**config.mk**
```make
export PLATFORM = sky130hd
export DESIGN_NAME = rr_arb_4
export DESIGN_NICKNAME = d
export VERILOG_FILES = /design/src/rtl/rr_arb_4.sv
export SDC_FILE = /design/constraint.sdc
export NUM_CORES = 1
export LEC_CHECK = 0
export BUFFER_PORTS_ARGS = -buffer_cell sky130_fd_sc_hd__buf_4
export CORE_AREA = 2 2 47 49
export DETAILED_ROUTE_END_ITERATION = 6
export DIE_AREA = 0 0 49 51
export GPL_TIMING_DRIVEN = 0
export HOLD_SLACK_MARGIN = 0.02
export MAX_ROUTING_LAYER = met4
export PLACE_DENSITY_LB_ADDON = 0.08
export SLEW_MARGIN = 20
export SYNTH_ARGS = -nofsm -noshare
export SYNTH_HDL_FRONTEND = slang
export SYNTH_SLANG_ARGS = --single-unit
```
**constraint.sdc**
```tcl
create_clock -name clk -period 2 [get_ports clk]
set_clock_uncertainty 0.05 [all_clocks]
set_input_delay 0.2 -clock clk [delete_from_list [all_inputs] [get_ports clk]]
set_output_delay 0.2 -clock clk [all_outputs]
set_load 0.02 [all_outputs]
```
**src/rtl/rr_arb_4.sv**
```systemverilog
// rr_arb_4: 4-way round-robin arbiter with per-grant hold limit; optional lock input via ARB_LOCK_EN
module rr_arb_4 #(
   parameter int HOLD_MAX = 8,
   parameter int CNT_W = 4
) (
   input  logic       clk,
   input  logic       rst_n,
   input  logic       en,
`ifdef ARB_LOCK_EN
   input  logic       lock,
`endif
   input  logic [3:0] req,
   output logic [3:0] gnt,
   output logic [1:0] gnt_idx,
   output logic       gnt_vld
);
   typedef enum logic {IDLE, GRANT} state_t;
   state_t state, state_nx;
   logic [CNT_W-1:0] hold_cnt, cnt_nx;
   logic [1:0] last, last_nx, idx_nx, win, cand;
   logic [3:0] mask;
   logic found, grant, at_max, expire, hold_lock;
`ifdef ARB_LOCK_EN
   assign hold_lock = lock;
`else
   assign hold_lock = 1'b0;
`endif
   assign at_max = (HOLD_MAX != 0) && (hold_cnt == CNT_W'(HOLD_MAX - 1));
   assign expire = at_max && !hold_lock;
   assign mask = (state == GRANT) ? req & ~(4'b0001 << gnt_idx) : req;
   // rotating search: first set mask bit starting just after the last grant
   always_comb begin
      win = 2'd0;
      found = 1'b0;
      cand = 2'd0;
      for (int k = 0; k < 4; k++) begin
         cand = 2'(last + 2'(k + 1));
         if (!found && mask[cand]) begin
            win = cand;
            found = 1'b1;
         end
      end
   end
   // next state: revoke, release/expiry handoff, re-grant or keep counting
   always_comb begin
      state_nx = state;
      idx_nx = gnt_idx;
      last_nx = last;
      cnt_nx = hold_cnt;
      grant = 1'b0;
      if (state == IDLE) grant = en && found;
      else if (!en) state_nx = IDLE;
      else if (!req[gnt_idx] || expire) begin
         if (found) grant = 1'b1;
         else if (req[gnt_idx]) cnt_nx = '0;
         else state_nx = IDLE;
      end else cnt_nx = at_max ? hold_cnt : hold_cnt + 1'b1;
      if (grant) begin
         state_nx = GRANT;
         idx_nx = win;
         last_nx = win;
         cnt_nx = '0;
      end
   end
   // state and registered grant outputs
   always_ff @(posedge clk or negedge rst_n) begin
      if (!rst_n) begin
         state <= IDLE;
         gnt_idx <= 2'd0;
         gnt_vld <= 1'b0;
         gnt <= 4'b0000;
         hold_cnt <= '0;
         last <= 2'd3;
      end else begin
         state <= state_nx;
         gnt_idx <= idx_nx;
         gnt_vld <= state_nx == GRANT;
         gnt <= (state_nx == GRANT) ? 4'b0001 << idx_nx : 4'b0000;
         hold_cnt <= cnt_nx;
         last <= last_nx;
      end
   end
endmodule

```
* Yosys cells after proc, flatten, opt, wreduce, memory -nomap -nowiden
Index checks and enable logic that the tools add are counted.
** Word-level totals
- Output and inout port bits :: 7
- Logic and storage cells :: 72
- Input bits :: 7
- Bits in registers :: 13
** Cells by class
- Reduce and logical (&&, ||, !) cells :: 12
- Shifts and indexed selects :: 2
- Eq/ne operators :: 4
- Add/subtract/negate cells :: 4
- Mux-type cells :: 38
- Bitwise operators :: 2
- Magnitude comparators :: 5
** Operators with widths (count)
- $mux W4 :: 9
- $mux W1 :: 19
- $lt A2 B3 Y1 const B :: 5
- $bmux W1 S2 :: 5
- $mux W2 :: 5
- $shl A1 B2 Y4 const A :: 2
- $ne A3 B3 Y1 const B :: 2
- $reduce_and A5 Y1 :: 1
- $add A2 B2 Y2 const B :: 2
- $add A4 B1 Y4 const B :: 1
- $and A4 B4 Y4 :: 1
- $eq A4 B3 Y1 const B :: 1
- $logic_and A1 B1 Y1 :: 4
- $logic_not A1 Y1 :: 4
- $not A4 Y4 :: 1
- $reduce_bool A2 Y1 :: 2
- $ne A3 B2 Y1 const B :: 1
- $add A2 B1 Y2 const B :: 1
- $logic_or A1 B1 Y1 :: 1

* Depth between registers and ports, before layout
Gate-level depths: netlist of run 1.
- Depth in word-level cells :: 23
- Gate-level depth with buffers :: 7
- Mapped depth without buffers :: 6

* Least setup slack after synthesis of run 1
Ideal clock, no wire load.
- Kind :: reg-to-reg
- Start :: register gnt_idx[0]
- End :: register gnt[0]
- Cell stages (with the launch flop) :: 7
- Arrival :: 1.878 ns
- Path slack :: -0.002 ns
- Required time :: 1.876 ns
- Library setup time :: 0.074 ns
- Path buffers :: 1
- Period minus slack after synthesis :: 2.002 ns
- Cells stage by stage :: dfrtp_1 > buf_2 > nor4bb_1 > or3_4 > a31o_4 > or4b_4 > o21ai_2
** On the way
- Word-level cells in the longest chain between the ends :: 23
- Elaborated cells between the ends (all ways) :: 44
- Classes of those cells :: 2 x shift; 31 x mux; 2 x bitwise; 9 x reduce/logical
** Ends and longest elaborated chain
- start, declared :: RTL line 14 : output logic [1:0] gnt_idx,
- start signal, assigned :: RTL line 76 : gnt_idx <= idx_nx;
- $shl A1 B2 Y4 :: RTL line 30 : assign mask = (state == GRANT) ? req & ~(4'b0001 << gnt_idx) : req;
- $not A4 Y4 :: RTL line 30
- $and A4 B4 Y4 :: RTL line 30
- $mux W4 :: RTL line 30
- $bmux W1 S2 :: RTL line 38 : if (!found && mask[cand]) begin
- $mux W1 (implied by the code) :: RTL line 38
- $mux W1 :: RTL line 38
- $logic_not A1 Y1 :: RTL line 38
- [... 7 more ...]
- $mux W1 :: RTL line 38
- $mux W1 :: RTL line 54 : if (found) grant = 1'b1;
- $mux W1 :: RTL line 53 : else if (!req[gnt_idx] || expire) begin
- $mux W1 :: RTL line 52 : else if (!en) state_nx = IDLE;
- $mux W1 :: RTL line 51 : if (state == IDLE) grant = en && found;
- $mux W2 :: RTL line 58 : if (grant) begin
- $shl A1 B2 Y4 :: RTL line 78 : gnt <= (state_nx == GRANT) ? 4'b0001 << idx_nx : 4'b0000;
- $mux W4 (*) :: RTL line 78
- end signal, assigned :: RTL line 78
- end, declared :: RTL line 13 : output logic [3:0] gnt,
Every way passes the cells marked *; elsewhere a longest branch is shown, timed or not. The select of a mux whose other input is x is not followed.
A chain may end at the register's enable or synchronous reset.

* Worst setup path in the final report of run 1
- Start :: register state
- End :: register gnt[0]
** On the way
- Word-level cells in the longest chain between the ends :: 20
- Elaborated cells between the ends (all ways) :: 36
- Classes of those cells :: 1 x shift; 28 x mux; 7 x reduce/logical
** Ends and longest elaborated chain
- start, declared :: RTL line 18 : state_t state, state_nx;
- start signal, assigned :: RTL line 75 : state <= state_nx;
- $mux W4 :: RTL line 30
- $bmux W1 S2 :: RTL line 38
- $mux W1 (implied by the code) :: RTL line 38
- $mux W1 :: RTL line 38
- $logic_not A1 Y1 :: RTL line 38
- $logic_and A1 B1 Y1 :: RTL line 38
- $mux W1 :: RTL line 38
- $logic_not A1 Y1 :: RTL line 38
- [... 4 more ...]
- $mux W1 :: RTL line 38
- $mux W1 :: RTL line 54
- $mux W1 :: RTL line 53
- $mux W1 :: RTL line 52
- $mux W1 :: RTL line 51
- $mux W2 :: RTL line 58
- $shl A1 B2 Y4 :: RTL line 78
- $mux W4 (*) :: RTL line 78
Marked as above.

==> metrics.cfg, run 1 <==
[placed_design]
dp.cells = 145
place.gp.congestion = 0.779
dp_hpwl_mm = 1.46
portBuffers = 13
post-place-ws_ns = -0.0362

[synth]
ys.flop_type = dfrtp_1
synth_area_um2 = 922
synth-seq-area-share_pct = 35.5
syn_nets = 112
ys_types = 48
syn_inst = 104
synth_area_per_cell_um2 = 8.87
synthArstFlopShare_pct = 100
ys_ff_latch = 13
synth_edf_count = 0
yosys_warnings = 0

[finish]
area_growth_pct = 36.0
drive_gt1_share_pct = 39.1
antenna_cells = 0
nNetsFinal = 137
stdcell_count = 156
fillers = 176

[setup_path]
arrival_ns = 2.11
critPathKind = register to register
crit_chain = nor4b_2 -> or3_4 -> a31o_4 -> or4b_4 -> o21ai_2
worst-path-buf-inv = 0
cp_max_fo = 7
cp_top_family = simple AND/OR/NAND/NOR gates
startpoint = state
cp_slowest_cell = or4b_4
slowest_delay_ns = 0.48
crit_path_end_kind = register
rr_startpoint = state
critPathLaunchType = register
crit_required_ns = 2.16

[routing]
wl_per_cell_um = 13.3
vias_per_cell = 5.48
wl_mm = 2.08
antenna_left = 0
drc = 0
drtIter0Drc = 11
num_vias = 855
first_pass_iters = 4

[floorplan]
floorplan.initialDensity_pct = 44.7
die_y_um = 51
die_w_um = 49
num_rows = 17
ios = 14
coreArea_um2 = 2060
die_area_um2 = 2500

[clock_tree]
htreeDepth = 1
cts-buffers-inserted = 3
root_buffer = clkbuf_4
clock_latency_ns = 0.27
clock_path_buffers = 2
cts_tree = yes
cts.sinks = 13
cts.reportedPaths.clkPinSlew_ns = 0.08

[timing]
fin_setup_tns_ns = 0
period_share_pct = 97.5
slew_viol_final = 0
setup_viol = 0
fin_crit_ns = 1.95
timing.final.ws_setup_ns = 0.0498
hold_viol_final = 0
rsz0062_at_grt = true
maxSlewHeadroom_pct = 77.8
tightest_slew_ns = 0.331
max_freq_ghz = 0.513

[global_routing]
grt_pass1_vias = 738
grt_pass1_wl_mm = 3.43
grt_overflow = 0
grt_max_degree = 14
antenna_found_initial = 0
grtUsageTotal_pct = 18.2

[worst_hold_path]
hold_class = input port to register
hp-start = en

[flow_run]
drv_cap = 0

[status]
status = finished clean

[pwr]
powerDensity_nw_per_um2 = 1370
peakVddDrop_uv = 950
p_leak_nw = 0.550

## routing by layer
layer / routed length, µm / GRT usage, %
met5: 0 / -
met4: 36 / 5.71
met3: 63 / 3.51
met2: 987 / 26.7
met1: 992 / 25.5
## final cells by class
cell class	count	area (µm²)	area share (%)
multi-input combinational	82	653	52.1
inverter	4	15.0	1.20
tap	28	35.0	2.79
clock buffer	4	26.3	2.10
timing repair buffer	21	160	12.8
buffer	4	35.0	2.79
sequential	13	329	26.2
## tightest hold or removal path, delay by kind of cell
| family | cells | cell delay (ns) |
|---|---|---|
| AOI/OAI and AO/OA | 1 | 0.09 |
| buffers and inverters | 1 | 0.11 |
| and+or+nand+nor | 1 | 0.12 |
## registers in the layout (all words and copies together), names as in the netlist
register,count
gnt,4
gnt_idx,2
state,1
last,2
hold_cnt,4
## cell usage after synthesis, drive strengths merged, types with 3 or more instances
| cell type | count | area (µm²) |
|---|---|---|
| buf | 4 | 26.3 |
| nor2b | 4 | 27.5 |
| mux2i | 4 | 40.0 |
| dfrtp | 11 | 275 |
| nand3 | 4 | 20.0 |
| inv | 4 | 15.0 |
| nand2b | 4 | 25.0 |
| o22ai | 3 | 25.0 |
| nand2 | 20 | 77.6 |
| o21ai | 9 | 48.8 |
## worst paths after layout
| path | end | slack [ns] | depth (start not counted) |
|---|---|---|---|
| worst max-delay path | gnt[0] | 0.05 | 5 |
| worst min-delay path | hold_cnt[3] | 0.24 | 3 |
| worst max register to register | gnt[0] | 0.05 | 5 |
| worst min register to register | hold_cnt[3] | 0.42 | 1 |
| max in group asynchronous | last[0] | 1.42 | 2 |
| min in group asynchronous | gnt_idx[0] | 0.25 | 2 |
## through the flow
stage               cell area [µm²]  hold WS (ns)  power (mW)  utilization, %
finish                         1250         0.240        1.71            60.8
detailed placement             1060       0.00712        1.31            51.2
floorplan                       925        -0.146        1.07               -
global placement               1060       0.00411        1.30            51.2
global route                   1250         0.231        1.85            60.8
CTS                            1100         0.237        1.49            53.3
## cell families after synthesis
| logic type | synth area share (%) |
|---|---|
| adder cells (fa/ha/maj) | 1.36 |
| AND/OR/NAND/NOR | 29.6 |
| buffers and inverters | 4.88 |
| flip-flops | 35.5 |
| AO/OA/AOI/OAI | 22.1 |
| multiplexers | 5.56 |
| XOR/XNOR | 0.950 |
## placed cells by master (no fill, tap or decap), drive strengths merged, types with 2 or more instances in the layout
cell type  synthesis  layout
a21oi              2       2
and3               2       2
buf                4      24
clkbuf             1       4
dfrtp             11      11
dfstp              2       2
inv                4       4
mux2i              4       4
nand2             20      20
nand2b             4       4
nand3              4       4
nor2b              4       4
nor3               2       2
o21ai              9       9
o22ai              3       3
o31ai              2       2
## where the power goes
group | internal, mW | switching, mW
Sequential | 0.374 | 0.0805
Combinational | 0.521 | 0.579
Clock | 0.0771 | 0.0836
## repair_timing
item / 4_1_cts / 5_1_grt
gates resized for setup: 1 / 22
setup endpoints to repair: 4 / 7
endpoints found under the hold margin: 13 / 0
setup buffers: 0 / 7
hold buffers: 1 / 0
pin swaps: 0 / 6
Power figures use the tool's default switching activity.
==> run 2: changes to the inputs <==
- ABC_AREA: not set -> 1
- CORE_AREA: 2 2 47 49 -> 2 2 46 48
- DIE_AREA: 0 0 49 51 -> 0 0 48 50
- clock period: 2 -> 1.7 ns (I/O delays scaled with it)
==> metrics.cfg, run 2 <==
[global_routing]
grt_pass1_wl_mm = 3.40  ; was 3.43 mm
grtUsageTotal_pct = 20.5  ; was 18.2%
grt_max_degree = 14  ; unchanged
antenna_found_initial = 0  ; unchanged
grt_pass1_vias = 828  ; was 738
grt_overflow = 0  ; unchanged

[setup_path]
cp_max_fo = 7  ; unchanged
crit_required_ns = 1.82  ; was 2.16 ns
r2r_cells = 11  ; was 5
startpoint = last[0]  ; was state
critPathLaunchType = register  ; unchanged
cp_slowest_cell = dfstp_2  ; was or4b_4
crit_chain = buf_12 -> xor2_2 -> nand3_2 -> nand2_4 -> nand4_4 -> nand3_4 -> inv_2 -> nand2_2 -> nand2_4 -> inv_2 -> nor2_1  ; was nor4b_2 -> or3_4 -> a31o_4 -> or4b_4 -> o21ai_2
critPathKind = register to register  ; unchanged
r2r-end = gnt[3]  ; was gnt[0]
crit_path_end = gnt[3]  ; was gnt[0]
crit_path_end_kind = register  ; unchanged
worstSetupPathDepth = 11  ; was 5
cp_top_family = simple AND/OR/NAND/NOR gates  ; unchanged
slowest_delay_ns = 0.55  ; was 0.48 ns
worst-path-buf-inv = 3  ; was 0
arrival_ns = 1.90  ; was 2.11 ns
ff2ff_setup_slack_ns = -0.09  ; was 0.05 ns
rr_startpoint = last[0]  ; was state

[floorplan]
ios = 14  ; unchanged
die_w_um = 48  ; was 49 µm
die_area_um2 = 2400  ; was 2500 µm²
num_rows = 16  ; was 17
coreArea_um2 = 1900  ; was 2060 µm²
floorplan.initialDensity_pct = 47.2  ; was 44.7%
die_y_um = 50  ; was 51 µm

[pwr]
p_leak_nw = 0.602  ; was 0.550 nW
finalPower_mw = 2.67  ; was 1.71 mW
peakVddDrop_uv = 1250  ; was 950 µV
switching_power_mw = 1.40  ; was 743 µW
swShare_pct = 52.4  ; was 43.3%
p_int_mw = 1.27  ; was 972 µW
pwr-share-comb_pct = 71.1  ; was 64.1%
powerDensity_nw_per_um2 = 2160  ; was 1370 nW/µm²
p_clk_share_pct = 6.9  ; was 9.4%
p_seq_share_pct = 22.0  ; was 26.5%

[routing]
wl_per_cell_um = 13.1  ; was 13.3 µm
drc = 0  ; unchanged
wl_mm = 2.22  ; was 2.08 mm
num_vias = 875  ; was 855
first_pass_iters = 4  ; unchanged
drtIter0Drc = 13  ; was 11
vias_per_cell = 5.15  ; was 5.48
antenna_left = 0  ; unchanged

[synth]
yosys_warnings = 0  ; unchanged
synth_compound_area_share_pct = 9.33  ; was 22.1%
yosysMostFrequentCell = nand2_1  ; unchanged
synth_area_um2 = 898  ; was 922 µm²
synth_top_family_by_area = simple AND/OR/NAND/NOR gates  ; unchanged
ys_top_cells_by_area = dfrtp_1 (31%), nand3_1 (14%), nand2_1 (13%), dfstp_2 (5.8%), inv_1 (4.6%)  ; was dfrtp_1 (30%), nand2_1 (7.7%), dfstp_2 (5.7%), mux2i_1 (4.3%), nand2b_1 (2.7%)
yosys.area_share.simple_pct = 41.6  ; was 29.6%
synth-seq-area-share_pct = 36.5  ; was 35.5%
syn_inst = 123  ; was 104
yosysTopAreaCellShare_pct = 30.6  ; was 29.9%
synth_edf_count = 0  ; unchanged
synthArstFlopShare_pct = 100  ; unchanged
synth_top_cell_by_area = dfrtp_1  ; unchanged
synth.mux.area_fraction_pct = 0  ; was 5.56%
synth_area_per_cell_um2 = 7.30  ; was 8.87 µm²
synth_xor_area_share_pct = 2.79  ; was 0.950%
ys_ff_latch = 13  ; unchanged
ys_types = 24  ; was 48
synthAdderAreaFrac_pct = 1.39  ; was 1.36%
syn_nets = 131  ; was 112
ys_top_cells_by_count = nand2_1 (31), nand3_1 (26), dfrtp_1 (11), inv_1 (11)  ; was nand2_1 (19), dfrtp_1 (11)
ys.flop_type = dfrtp_1  ; unchanged

[placed_design]
dp_hpwl_mm = 1.49  ; was 1.46 mm
dp.cells = 163  ; was 145
post-place-ws_ns = -0.216  ; was -0.0362 ns
place.gp.congestion = 0.834  ; was 0.779
portBuffers = 13  ; unchanged
placed_area_um2 = 1030  ; was 1060 µm²

[clock_tree]
cts_tree = yes  ; unchanged
clock_path_buffers = 2  ; unchanged
clock_latency_ns = 0.27  ; about the same
htreeDepth = 1  ; unchanged
cts-buffers-inserted = 3  ; unchanged
root_buffer = clkbuf_4  ; unchanged
cts.reportedPaths.clkPinSlew_ns = 0.08  ; about the same
cts.sinks = 13  ; unchanged

[finish]
area_growth_pct = 37.7  ; was 36.0%
largestRegisters = gnt: 4 flops, hold_cnt: 4 flops  ; unchanged
stdcell_count = 170  ; was 156
nNetsFinal = 152  ; was 137
design_area_um2 = 1240  ; was 1250 µm²
drive_gt1_share_pct = 44.8  ; was 39.1%
antenna_cells = 0  ; unchanged
final_cell_mix = nand2_1 (25), nand3_1 (15), buf_4 (15), nand3_2 (12), inv_1 (10)  ; was buf_4 (21), nand2_1 (17), dfrtp_1 (10)
final_common_cell = nand2_1  ; was buf_4

[timing]
slew_viol_final = 0  ; unchanged
period_share_pct = 105  ; was 97.5%
hold_viol_final = 0  ; unchanged
max_freq_ghz = 0.560  ; was 0.513 GHz
setup_viol = 9  ; was 0
timing.final.ws_setup_ns = -0.0861  ; was 0.0498 ns
maxSlewHeadroom_pct = 80.4  ; was 77.8%
tightest_slew_ns = 0.290  ; was 0.331 ns
rsz0062_at_grt = true  ; unchanged
fin_crit_ns = 1.79  ; was 1.95 ns

[flow_run]
drv_cap = 0  ; unchanged

[status]
status = complete, but fails checks  ; was finished clean
failed_checks = setup timing

[worst_hold_path]
hold_class = input port to register  ; unchanged

## run 2: layout make-up
| cell class | instances | area, µm² |
|---|---|---|
| plain buffers | 1 | 20.0 |
| clock buffers | 4 | 26.3 |
| inverters | 15 | 61.3 |
| repair buffers | 17 | 134 |
| well taps | 27 | 33.8 |
| flip-flops and latches | 13 | 332 |
| multi-input cells | 93 | 631 |
| fillers | 166 | 664 |
## run 2: repair_timing
item,4_1_cts,5_1_grt
gates cloned,0,0
setup buffers,3,0
hold endpoints to repair,13,0
hold buffers,1,0
setup endpoints to repair,13,13
pin swaps,11,2
gates resized for setup,24,13
## run 2: kinds of logic (layout without fill, tap and decap cells)
kind of cell,after synthesis,after routing
AOI/OAI and AO/OA,15,15
xor gates and xnor gates,2,2
adders and majority gates,1,1
buffers and inverters,17,37
DFF,13,13
and+or+nand+nor,75,75
## run 2: worst min-delay path by stage
stage,startpoint,to,slack (ns),cells past startpoint
floorplan,rst_n,gnt[0],-0.18,0
global placement,rst_n,hold_cnt[2],-0.03,1
detailed placement,rst_n,state,-0.03,1
CTS,en,gnt_idx[0],0.17,3
global route,en,gnt_idx[0],0.20,3
finish,en,state,0.21,3
## run 2: power groups by stage
| stage | clock (mW) | combinational [mW] | sequential (mW) |
|---|---|---|---|
| 6_report | 0.185 | 1.90 | 0.587 |
| 4_1_cts | 0.195 | 1.79 | 0.577 |
| 2_1_floorplan | 0 | 1.10 | 0.592 |
| 5_1_grt | 0.209 | 2.07 | 0.604 |
| 3_3_place_gp | 0 | 1.46 | 0.535 |
| 3_5_place_dp | 0 | 1.49 | 0.537 |
## run 2: stage by stage
stage	utilization, %	hold slack (ns)	setup TNS [ns]
floorplan	-	-0.176	0
global placement	54.1	-0.0297	-1.02
detailed placement	54.1	-0.0282	-1.85
CTS	62.5	0.172	-0.523
global route	65.1	0.197	-1.74
finish	65.1	0.208	-0.453
## run 2: worst reg2reg max path: cells and delay by family, from the launching register on
family,cells,cell delay (ns)
simple gates,7,0.68
flops,1,0.55
buf+inv,3,0.26
xor+xnor,1,0.16
## run 2: routing by layer
layer,global-route usage [%],up-vias,part of all wire (%)
li1,-,446,-
met1,24.0,409,42
met2,34.4,15,54
met3,1.10,5,2.3
met4,9.01,0,1.9
met5,-,-,0
